<file path="config.mk">
export PLATFORM = sky130hd
export DESIGN_NAME = ps2_rx_fifo
export DESIGN_NICKNAME = d
export VERILOG_FILES = /design/src/rtl/ps2_rx_fifo.sv
export SDC_FILE = /design/constraint.sdc
export NUM_CORES = 1
export LEC_CHECK = 0
export ABC_AREA = 0
export ABC_CLOCK_PERIOD_IN_PS = 8800
export CAP_MARGIN = 20
export CORE_MARGIN = 10
export CORE_UTILIZATION = 60
export CTS_BUF_LIST = sky130_fd_sc_hd__clkbuf_8
export DETAILED_ROUTE_END_ITERATION = 6
export PLACE_DENSITY = 0.85
export SLEW_MARGIN = 5
export SYNTH_ARGS = -nofsm -noshare
export SYNTH_HDL_FRONTEND = slang
export SYNTH_SLANG_ARGS = --single-unit
</file>
<file path="constraint.sdc">
create_clock -name clock -period 8.8 [get_ports clock]
set_clock_uncertainty 0.15 [all_clocks]
set_input_delay 2.64 -clock clock [delete_from_list [all_inputs] [get_ports clock]]
set_output_delay 2.64 -clock clock [all_outputs]
set_load 0.02 [all_outputs]
</file>
<file path="src/rtl/ps2_rx_fifo.sv">
// PS/2 device-to-host receiver: sync + glitch filter, frame check, timeout, show-ahead byte FIFO.
// Push lands 2 cycles after the stop-bit clock event; a push into a full FIFO without a same-cycle rd is dropped and sets the sticky overflow flag.
module ps2_rx_fifo #(
    parameter int CLK_HZ     = 25000000,
    parameter int TIMEOUT_MS = 20,
    parameter int FILTER     = 4,
    parameter int DEPTH_LOG2 = 3
) (
    input  logic                  clock,
    input  logic                  reset_n,
    input  logic                  ps_clock,
    input  logic                  ps_data,
    input  logic                  rd,
    output logic [7:0]            data,
    output logic                  empty,
    output logic [DEPTH_LOG2:0]   count,
    output logic                  overflow,
    output logic                  err_parity,
    output logic                  err_frame,
    output logic                  err_timeout,
    input  logic                  clr_err
);

    localparam int TIMEOUT_CYC = CLK_HZ / 1000 * TIMEOUT_MS;
    localparam int TW          = $clog2(TIMEOUT_CYC + 1);
    localparam int DEPTH       = 1 << DEPTH_LOG2;
    localparam int CW          = DEPTH_LOG2 + 1;

    typedef enum logic [1:0] {IDLE, RECV, CHECK} state_t;

    // index 0 = PS/2 clock line, index 1 = PS/2 data line
    logic [1:0] sync1, sync2, filt;
    logic [3:0] fcnt [2];
    logic       filt_clk_q;

    always_ff @(posedge clock or negedge reset_n) begin
        if (!reset_n) begin
            sync1      <= '1;
            sync2      <= '1;
            filt       <= '1;
            filt_clk_q <= 1'b1;
            for (int i = 0; i < 2; i++) fcnt[i] <= '0;
        end else begin
            sync1      <= {ps_data, ps_clock};
            sync2      <= sync1;
            filt_clk_q <= filt[0];
            for (int i = 0; i < 2; i++) begin
                if (sync2[i] == filt[i]) begin
                    fcnt[i] <= '0;
                end else if (fcnt[i] == 4'(FILTER - 1)) begin
                    filt[i] <= sync2[i];
                    fcnt[i] <= '0;
                end else begin
                    fcnt[i] <= fcnt[i] + 4'd1;
                end
            end
        end
    end

    logic fall, bit_in;
    assign fall   = filt_clk_q & ~filt[0];
    assign bit_in = filt[1];

    state_t          state, state_nxt;
    logic [9:0]      shreg;
    logic [3:0]      bitcnt;
    logic [TW-1:0]   timer;
    logic            push, perr, ferr, terr;

    always_comb begin
        state_nxt = state;
        push      = 1'b0;
        perr      = 1'b0;
        ferr      = 1'b0;
        terr      = 1'b0;
        case (state)
            IDLE: if (fall && !bit_in) state_nxt = RECV;
            RECV: begin
                if (fall) begin
                    if (bitcnt == 4'd9) state_nxt = CHECK;
                end else if (timer == TW'(TIMEOUT_CYC)) begin
                    state_nxt = IDLE;
                    terr      = 1'b1;
                end
            end
            CHECK: begin
                state_nxt = IDLE;
                // odd parity: data bits plus parity bit must hold an odd number of ones
                if (!(^shreg[8:0]))  perr = 1'b1;
                else if (!shreg[9])  ferr = 1'b1;
                else                 push = 1'b1;
            end
            default: state_nxt = IDLE;
        endcase
    end

    always_ff @(posedge clock or negedge reset_n) begin
        if (!reset_n) begin
            state       <= IDLE;
            shreg       <= '0;
            bitcnt      <= '0;
            timer       <= '0;
            err_parity  <= 1'b0;
            err_frame   <= 1'b0;
            err_timeout <= 1'b0;
        end else begin
            state       <= state_nxt;
            err_parity  <= perr;
            err_frame   <= ferr;
            err_timeout <= terr;
            if (state == RECV) begin
                if (fall) begin
                    shreg  <= {bit_in, shreg[9:1]};
                    bitcnt <= bitcnt + 4'd1;
                    timer  <= '0;
                end else begin
                    timer  <= timer + TW'(1);
                end
            end else begin
                bitcnt <= '0;
                timer  <= '0;
            end
        end
    end

    logic [7:0]            mem [DEPTH];
    logic [DEPTH_LOG2-1:0] wr_ptr, rd_ptr;
    logic                  full, pop, wr_ok;

    assign empty = (count == '0);
    assign full  = (count == CW'(DEPTH));
    assign pop   = rd && !empty;
    assign wr_ok = push && (!full || pop);
    assign data  = empty ? 8'h00 : mem[rd_ptr];

    always_ff @(posedge clock) begin
        if (wr_ok) mem[wr_ptr] <= shreg[7:0];
    end

    always_ff @(posedge clock or negedge reset_n) begin
        if (!reset_n) begin
            wr_ptr   <= '0;
            rd_ptr   <= '0;
            count    <= '0;
            overflow <= 1'b0;
        end else begin
            if (wr_ok) wr_ptr <= wr_ptr + DEPTH_LOG2'(1);
            if (pop)   rd_ptr <= rd_ptr + DEPTH_LOG2'(1);
            if (wr_ok && !pop)      count <= count + CW'(1);
            else if (!wr_ok && pop) count <= count - CW'(1);
            // a dropped byte in the same cycle as clr_err keeps the flag set
            if (push && !wr_ok)     overflow <= 1'b1;
            else if (clr_err)       overflow <= 1'b0;
        end
    end

endmodule

</file>
-- Word level (Yosys, flattened, before mapping)
Memories as Yosys holds them, arrays and structs flattened.
Cells that the tools add are included.
- word-level logic and storage cells: 96
- bits in writable memories: 64
- memories: 1
- output and inout port bits: 17
- register bits after elaboration: 64
- mux-type cells: 31
- add/sub/neg operators: 8
- reduce and logical (&&, ||, !) cells: 21
- equal/unequal tests: 13
- bitwise logic cells: 4
- memory list (name ; words ; bits a word ; rd ports ; clocked after memory_dff ; wr ports ; line ; text):
    mem ; 8 ; 8 ; 1 ; 0 ; 1 ; 126 ; logic [7:0] mem [DEPTH];
- operators by type and width (kind ; count):
    2-to-1 mux 19 bit ; 2
    2-to-1 mux 4 bit ; 8
    adder 19 x 1 -> 19 bit (second input constant) ; 1
    equality test 19 bit (second input constant) ; 1
    adder 4 x 1 -> 4 bit (second input constant) ; 4
    2-to-1 mux 1 bit ; 15
    XOR reduction 9 bit ; 1
    equality test 4 x 2 -> 1 bit (second input constant) ; 2
    equality test 4 bit (second input constant) ; 2
    2-to-1 mux 2 bit ; 4
    2-to-1 mux 8 bit ; 1
    adder 3 x 1 -> 3 bit (second input constant) ; 2
    logical AND 1 bit ; 6
    inequality test 3 bit (second input constant) ; 2
    AND reduction 2 bit ; 3
    zero test 1 bit ; 5
    zero test 4 bit ; 1
    inequality test 2 bit (second input constant) ; 2
    case mux 2 bit (2 select lines) ; 1
    nonzero test 2 bit ; 2
    subtractor 4 x 1 -> 4 bit (second input constant) ; 1
    inverter 1 bit ; 3
    AND reduction 3 bit ; 1
    equality test 1 bit ; 2
    other kinds (5) ; 5

-- Depth between registers and ports, before layout
Gate-level depths: netlist (run 1).
- depth after elaboration: 9
- mapped depth: 13

-- Least setup slack after synthesis (run 1)
OpenSTA, ideal clock, no wires.
- kind: input to register
- start point: input port rd
- end point: register count[3]
- setup slack: 4.226 ns
- data required time: 8.518 ns
- buffers on the path: 1
- data arrival time: 4.292 ns
- stages on the path: 11
- setup time: 0.132 ns
- cells stage by stage: nand3b_1 and4_4 buf_6 ha_1 inv_1 ha_1 a21o_1 a21oi_1 xnor2_1 nor2_1 xor2_1
- word-level cells in the longest chain between the ends: 6
- elaborated cells between the ends (all ways): 9
- those cells by class: 1 x mux; 8 x reduce/logical
- RTL lines (what ; line ; text):
    start, declared ; 13 ; input logic rd,
    logical AND 1 bit * ; 132 ; assign pop = rd && !empty;
    logical OR 1 bit * ; 133 ; assign wr_ok = push && (!full || pop);
    logical AND 1 bit * ; 133 ;
    named net wr_ok ; 128 ; logic full, pop, wr_ok;
    zero test 1 bit ; 150 ; else if (!wr_ok && pop) count <= count - CW'(1);
    logical AND 1 bit ; 150 ;
    nonzero test 2 bit (no line) ; - ;
    end signal, assigned ; 149 ; if (wr_ok && !pop) count <= count + CW'(1);
    end signal, assigned ; 150 ;
    end, declared ; 16 ; output logic [DEPTH_LOG2:0] count,
The timed path passes the listed nets; every way through them passes the cells marked *.
A chain may end at the register's enable or synchronous reset.

-- Worst setup path after layout (run 1)
- start point: register rd_ptr[0]
- end point: output port data[2]
- word-level cells in the longest chain between the ends: 2
- RTL lines (what ; line ; text):
    start, declared ; 127 ; logic [DEPTH_LOG2-1:0] wr_ptr, rd_ptr;
    start signal, assigned ; 148 ; if (pop) rd_ptr <= rd_ptr + DEPTH_LOG2'(1);
    memory read (8 x 8 bit) ; - ;
    2-to-1 mux 8 bit ; 134 ; assign data = empty ? 8'h00 : mem[rd_ptr];
    end, declared ; 14 ; output logic [7:0] data,
Every way passes these cells.

==> reports/results.tsv, run 1 <==
metric	value	unit
worstSkewPairLatency	0.42	ns
rsz0062_at_grt	no	
cpMaxStageDelayCell	clkdlybuf4s50_1	
reg2reg_slack	5.38	ns
core_region_area	8760	µm²
setup_viol_count_final	0	
synthMuxAreaShare	11.2	%
synth_xor_xnor_area_share	6.81	%
drt_iter0_markers	168	
wl	9.22	mm
final_nets	413	
syn_area_per_cell	15.0	µm²
antenna_found_initial	0	
die_w	115	µm
required	6.01	ns
ioPinCount	23	
maxCapViolations	0	
multiInputGateArea	1830	µm²
period_minus_slack	5.32	ns
synthFlopType	edfxtp_1	
cts_tree	built	
synth_seq_area_share	64.9	%
tightest_slew	0.949	ns
final_util	71.0	%
grt_pass1_vias	3006	
timing.final.crit_share	60.4	%
cp_num_cells	5	
synth_warnings	0	
synth_compound_area_share	0.920	%
outcome	finished clean	
setup_tns	0	ns
vias_per_cell	5.65	
place.gp.congestion	0.758	
grt-ovfl-total	0	
hp-class	flip-flop to flip-flop	
drv_slew	0	
firstDrtPassIters	4	
synth_top_family_by_area	simple AND/OR/NAND/NOR gates	
synth-seq-cells	128	
rr_worst_depth	12	
powerDensity	319	nW/µm²
port_buffers	22	
crit_fanout	14	
crit_family	buffers and inverters	
synth.area.top_cells	edfxtp_1 35%, dfrtp_1 26%, mux4_2 6.6%, dfstp_2 3.4%, mux2_2 3.1%	
track_usage	14.7	%
max_clock_freq	188	MHz
synth_area	5440	µm²
max-vdd-ir-drop	0.156	mV
synth_nets	381	
synthCells	363	
n_fill_cell	569	
ant_nets	0	
criticalPathCategory	flip-flop to primary output	
die_area	13300	µm²
cp-end-kind	primary output	
htreeDepth	4	
async_reset_ff_share	50.0	%
wl_per_cell	17.9	µm
p_leak	2.45	nW
worstPathCellList	buf_16 > mux4_2 > mux2i_1 > nor2_1 > clkdlybuf4s50_1	
initial_core_util	62.1	%
chipHeight	115	µm
cts.root.buffer_cell	clkbuf_8	
cts_resized	0	
syn2layout_area_growth	14.4	%
finalHoldViolCount	0	
path_clk_slew	0.08	ns
drive_above_1_share	19.6	%
synth_top_area_cell	edfxtp_1	
cts_made_buffers	17	
post-cts-setup-buffers	0	
slowest_delay	0.58	ns
crit_arrival	2.53	ns
whs_path_depth	0	
synth_edf_count	64	
dp_hpwl	6.07	mm
rows	34	
cts_sinks	128	
diodes	0	
clockBufferDepth	2	
synthAdderAreaFrac	2.90	%
synth_cell_type_count	44	
start_kind	flip-flop	
yosysTopAreaCellShare	35.3	%
max_slew_margin	36.2	%
cts_hold_buffers	0	
grt_max_degree	65	
seq_area	3530	µm²
cp_num_buf_inv	2	
grt_pass1_wl	15.2	mm
synth_simple_gate_area_share	11.7	%
drc	0	
vias	2914	
synthesized netlist by cell type, drive strengths merged, types with 2 or more instances:
| library cell | n |
|---|---|
| nand2b | 6 |
| a21oi | 5 |
| ha | 11 |
| nor4 | 3 |
| and3 | 4 |
| buf | 4 |
| nand4 | 6 |
| mux4 | 16 |
| nand3b | 4 |
| clkbuf | 7 |
| and2b | 2 |
| and4 | 3 |
| nor3 | 8 |
| or2 | 2 |
| inv | 9 |
| mux2i | 8 |
| mux2 | 15 |
| xnor2 | 20 |
| nor3b | 2 |
| edfxtp | 64 |
| nor2 | 43 |
| or4b | 2 |
| and3b | 2 |
| nand2 | 8 |
| dfstp | 7 |
| xor2 | 18 |
| and4b | 3 |
| nand4b | 2 |
| nor2b | 4 |
| dfrtp | 57 |
| and2 | 2 |
| nand3 | 8 |
cell type report:
| type | instances | share of cell area [%] |
|---|---|---|
| Sequential cell | 128 | 56.8 |
| Timing Repair Buffer | 24 | 4.02 |
| Multi-Input combinational cell | 215 | 29.4 |
| Clock inverter | 14 | 3.10 |
| Clock buffer | 18 | 3.98 |
| Tap cell | 108 | 2.17 |
| Inverter | 9 | 0.543 |
sequential cells by signal, summed over array words and instances, names as in the netlist:
register,flops
bitcnt,4
mem,64
err_timeout,1
state,2
filt,2
err_frame,1
shreg,10
fcnt,8
overflow,1
count,4
sync2,2
rd_ptr,3
sync1,2
wr_ptr,3
err_parity,1
filt_clk_q,1
timer,19
power breakdown:
group          internal, mW  switching (mW)
Clock                 0.317           0.223
Combinational         0.312           0.257
Sequential            0.739           0.139
metal layers:
layer | global-route usage, % | up-vias | share of wire, %
met2 | 25.5 | 55 | 52
li1 | - | 1385 | -
met4 | 5.69 | 0 | 0.71
met3 | 3.54 | 7 | 3.8
met1 | 17.3 | 1467 | 43
met5 | 0 | - | 0
final timing paths:
| kind | endpoint | from |
|---|---|---|
| worst max-delay path | data[2] | rd_ptr[0] |
| worst min-delay path | sync2[1] | sync1[1] |
| max in group asynchronous | shreg[6] | reset_n |
| worst min register to register | sync2[1] | sync1[1] |
| min in group asynchronous | fcnt[4] | reset_n |
| worst max register to register | count[3] | shreg[4] |
placed cells by master, fill, tap and decap left out, drive strengths merged, types with 5 or more instances in the layout:
cell type / count
nand2b: 6
nand2: 8
dfrtp: 57
clkbuf: 18
xnor2: 20
mux4: 16
nor2: 43
dfstp: 7
mux2i: 8
ha: 11
a21oi: 5
clkdlybuf4s50: 21
inv: 13
nand4: 6
nand3: 8
edfxtp: 64
mux2: 15
xor2: 18
nor3: 8
per-stage QoR:
| step | instance area (µm²) | cells | hold WS (ns) | total power [mW] | setup slack [ns] |
|---|---|---|---|---|---|
| after floorplan | 5440 | 363 | 0.195 | 1.27 | 4.23 |
| after global placement | 5750 | 483 | 0.197 | 1.42 | 3.51 |
| after detailed placement | 5750 | 483 | 0.197 | 1.45 | 3.50 |
| after CTS | 6190 | 515 | 0.207 | 1.99 | 3.01 |
| after global routing | 6220 | 516 | 0.217 | 2.09 | 3.30 |
| final | 6220 | 516 | 0.207 | 1.99 | 3.48 |
kinds of logic (layout without fill, tap and decap cells):
logic type               after synthesis  after routing
adder cells (fa/ha/maj)               12             12
multiplexers                          39             39
AND/OR/NAND/NOR                      116            116
flip-flops                           128            128
buffers and inverters                 20             65
AO/OA/AOI/OAI                          9              9
XOR/XNOR                              39             39
No activity file was read; power rests on OpenSTA's default activity.
==> run 2: changes to the inputs <==
--- a/config.mk
+++ b/config.mk
@@ -6,13 +6,13 @@
 export NUM_CORES = 1
 export LEC_CHECK = 0
 export ABC_AREA = 0
-export ABC_CLOCK_PERIOD_IN_PS = 8800
+export ABC_CLOCK_PERIOD_IN_PS = 4500
 export CAP_MARGIN = 20
 export CORE_MARGIN = 10
-export CORE_UTILIZATION = 60
+export CORE_UTILIZATION = 56
 export CTS_BUF_LIST = sky130_fd_sc_hd__clkbuf_8
 export DETAILED_ROUTE_END_ITERATION = 6
-export PLACE_DENSITY = 0.85
+export PLACE_DENSITY = 0.83
 export SLEW_MARGIN = 5
 export SYNTH_ARGS = -nofsm -noshare
 export SYNTH_HDL_FRONTEND = slang
==> constraint.sdc (replaced) <==
create_clock -name clock -period 4.5 [get_ports clock]
set_clock_uncertainty 0.15 [all_clocks]
set_input_delay 1.35 -clock clock [delete_from_list [all_inputs] [get_ports clock]]
set_output_delay 1.35 -clock clock [all_outputs]
set_load 0.02 [all_outputs]
==> reports/results.tsv, run 2 (same netlist as run 1, synthesis figures left out) <==
metric	value	unit	change
crit_arrival	2.47	ns	was 2.53 ns
period_minus_slack	3.97	ns	
regToRegStartpoint	shreg[7]		was shreg[4]
setup_viol_count_final	0		unchanged
antenna_found_initial	0		unchanged
chipHeight	119	µm	was 115 µm
powerDensity	608	nW/µm²	was 319 nW/µm²
criticalPathCategory	flip-flop to primary output		unchanged
wl_met2	4.56	mm	was 4.82 mm
top_register	mem		unchanged
wl	9.01	mm	was 9.22 mm
wl_met3	433	µm	was 351 µm
timing.final.crit_share	88.3	%	
grt_pass1_wl	15.0	mm	was 15.2 mm
drc	0		unchanged
crit_fanout	18		was 14
setup_tns	0	ns	unchanged
cts_tree	built		unchanged
max-vdd-ir-drop	0.328	mV	was 0.156 mV
grt-ovfl-total	0		unchanged
worstSetupStartpoint	rd_ptr[1]		was rd_ptr[0]
path_clk_slew	0.08	ns	about the same
n_fill_cell	648		was 569
die_w	119	µm	was 115 µm
required	3.00	ns	was 6.01 ns
p_leak	2.42	nW	was 2.45 nW
top_layer	met4		unchanged
fin_cells	538		was 516
firstDrtPassIters	4		unchanged
track_usage	13.3	%	was 14.7%
drt_iter0_markers	135		was 168
slowest_delay	0.84	ns	was 0.58 ns
drv_slew	0		unchanged
worstSkewPairLatency	0.43	ns	was 0.42 ns
largest_reg_flops	64		unchanged
hold_start	sync1[0]		was sync1[1]
layout_commonest_cell	edfxtp_1		unchanged
cts.root.buffer_cell	clkbuf_8		unchanged
htreeDepth	4		unchanged
max_clock_freq	252	MHz	
maxCapViolations	0		unchanged
layout_common_cells	64 x edfxtp_1, 57 x dfrtp_1, 43 x nor2_1		unchanged
cpMaxStageDelayCell	dfrtp_1		was clkdlybuf4s50_1
final_nets	414		was 413
ant_nets	0		unchanged
clockBufferDepth	2		unchanged
ioPinCount	23		unchanged
cts_hold_buffers	0		unchanged
vias	2938		was 2914
die_area	14100	µm²	was 13300 µm²
wl_per_cell	16.7	µm	was 17.9 µm
rows	35		was 34
cp-end-kind	primary output		unchanged
grt_max_degree	65		unchanged
outcome	finished clean		unchanged
wl_met1	3.88	mm	was 3.98 mm
diodes	0		unchanged
vias_per_cell	5.46		was 5.65
rsz0062_at_grt	no		unchanged
max_slew_margin	46.8	%	was 36.2%
port_buffers	22		unchanged
dp.cells	506		was 483
core_region_area	9370	µm²	was 8760 µm²
tightest_slew	0.798	ns	was 0.949 ns
drive_above_1_share	20.3	%	was 19.6%
cts_resized	0		unchanged
grt_pass1_vias	3008		was 3006
reg_top3	mem: 64 flops, timer: 19 flops, shreg: 10 flops		unchanged
start_kind	flip-flop		unchanged
place.gp.congestion	0.762		was 0.758
initial_core_util	58.1	%	was 62.1%
worstPathCellList	mux4_2 > mux2i_1 > nor2_1 > clkdlybuf4s50_1		was buf_16 > mux4_2 > mux2i_1 > nor2_1 > clkdlybuf4s50_1
cts_made_buffers	17		unchanged
dp_hpwl	5.91	mm	was 6.07 mm
finalHoldViolCount	0		unchanged
syn2layout_area_growth	13.8	%	was 14.4%
cts_sinks	128		unchanged
hp-class	flip-flop to flip-flop		unchanged
post-cts-setup-buffers	0		unchanged
[run 2: cell count changes in the layout (fill, tap and decap cells not counted), sizes merged]
cell / previous run / this run
bufinv: 4 / 2
inv: 13 / 12
clkinvlp: 2 / 4
clkinv: 4 / 6
clkbuf: 18 / 17
buf: 3 / 4
[run 2: final cells by class]
type | instances | area (µm²) | area share (%)
Tap cell | 129 | 161 | 2.61
Sequential cell | 128 | 3530 | 57.1
Timing Repair Buffer | 25 | 238 | 3.84
Clock buffer | 17 | 234 | 3.78
Inverter | 9 | 33.8 | 0.546
Multi-Input combinational cell | 215 | 1830 | 29.6
Clock inverter | 15 | 161 | 2.61
[run 2: stage by stage]
step	hold WS, ns	total power [mW]	setup slack [ns]	instance area [µm²]	utilization (%)
after CTS	0.208	3.81	0.497	6190	66.0
after global routing	0.209	3.98	0.400	6190	66.0
after global placement	0.197	2.81	0.697	5790	61.8
after floorplan	0.195	2.48	1.22	5440	-
after detailed placement	0.198	2.84	0.625	5790	61.8
final	0.205	3.77	0.527	6190	66.0
[run 2: report_power, final]
group          internal, mW  leakage, nW  switching, mW
clock network         0.497        0.189          0.468
registers              1.44         1.41          0.255
logic                 0.593        0.813          0.509
total                  2.53         2.42           1.23
[run 2: per-layer routing]
metal  track usage, %  vias to the layer above
li1                 -                     1388
met1             15.8                     1472
met2             21.6                       63
met3             4.76                       15
met4             5.57                        0
met5                0                        -
[run 2: final timing paths]
kind                                   to  slack, ns  depth (start not counted)
max in group asynchronous       rd_ptr[2]       2.73                          2
worst max-delay path              data[6]       0.53                          4
worst max register to register   count[3]       1.17                         12
min in group asynchronous         fcnt[2]       0.93                          2
worst min-delay path             sync2[0]       0.21                          0
worst min register to register   sync2[0]       0.21                          0
[run 2: worst max-delay path, delay by kind of cell, from the launching register on]
| family | cells | cell delay (ns) |
|---|---|---|
| flip-flops | 1 | 0.84 |
| multiplexers | 2 | 0.59 |
| buffers and inverters | 1 | 0.54 |
| AND/OR/NAND/NOR | 1 | 0.07 |
==> run 3: changes to the inputs <==
--- a/config.mk
+++ b/config.mk
@@ -12,6 +12,7 @@
 export CORE_UTILIZATION = 56
 export CTS_BUF_LIST = sky130_fd_sc_hd__clkbuf_8
 export DETAILED_ROUTE_END_ITERATION = 6
+export HOLD_SLACK_MARGIN = 0.06
 export PLACE_DENSITY = 0.83
 export SLEW_MARGIN = 5
 export SYNTH_ARGS = -nofsm -noshare
==> results of run 3 <==
Same layout as run 2: the final DEF is identical, and so are final timing and power.
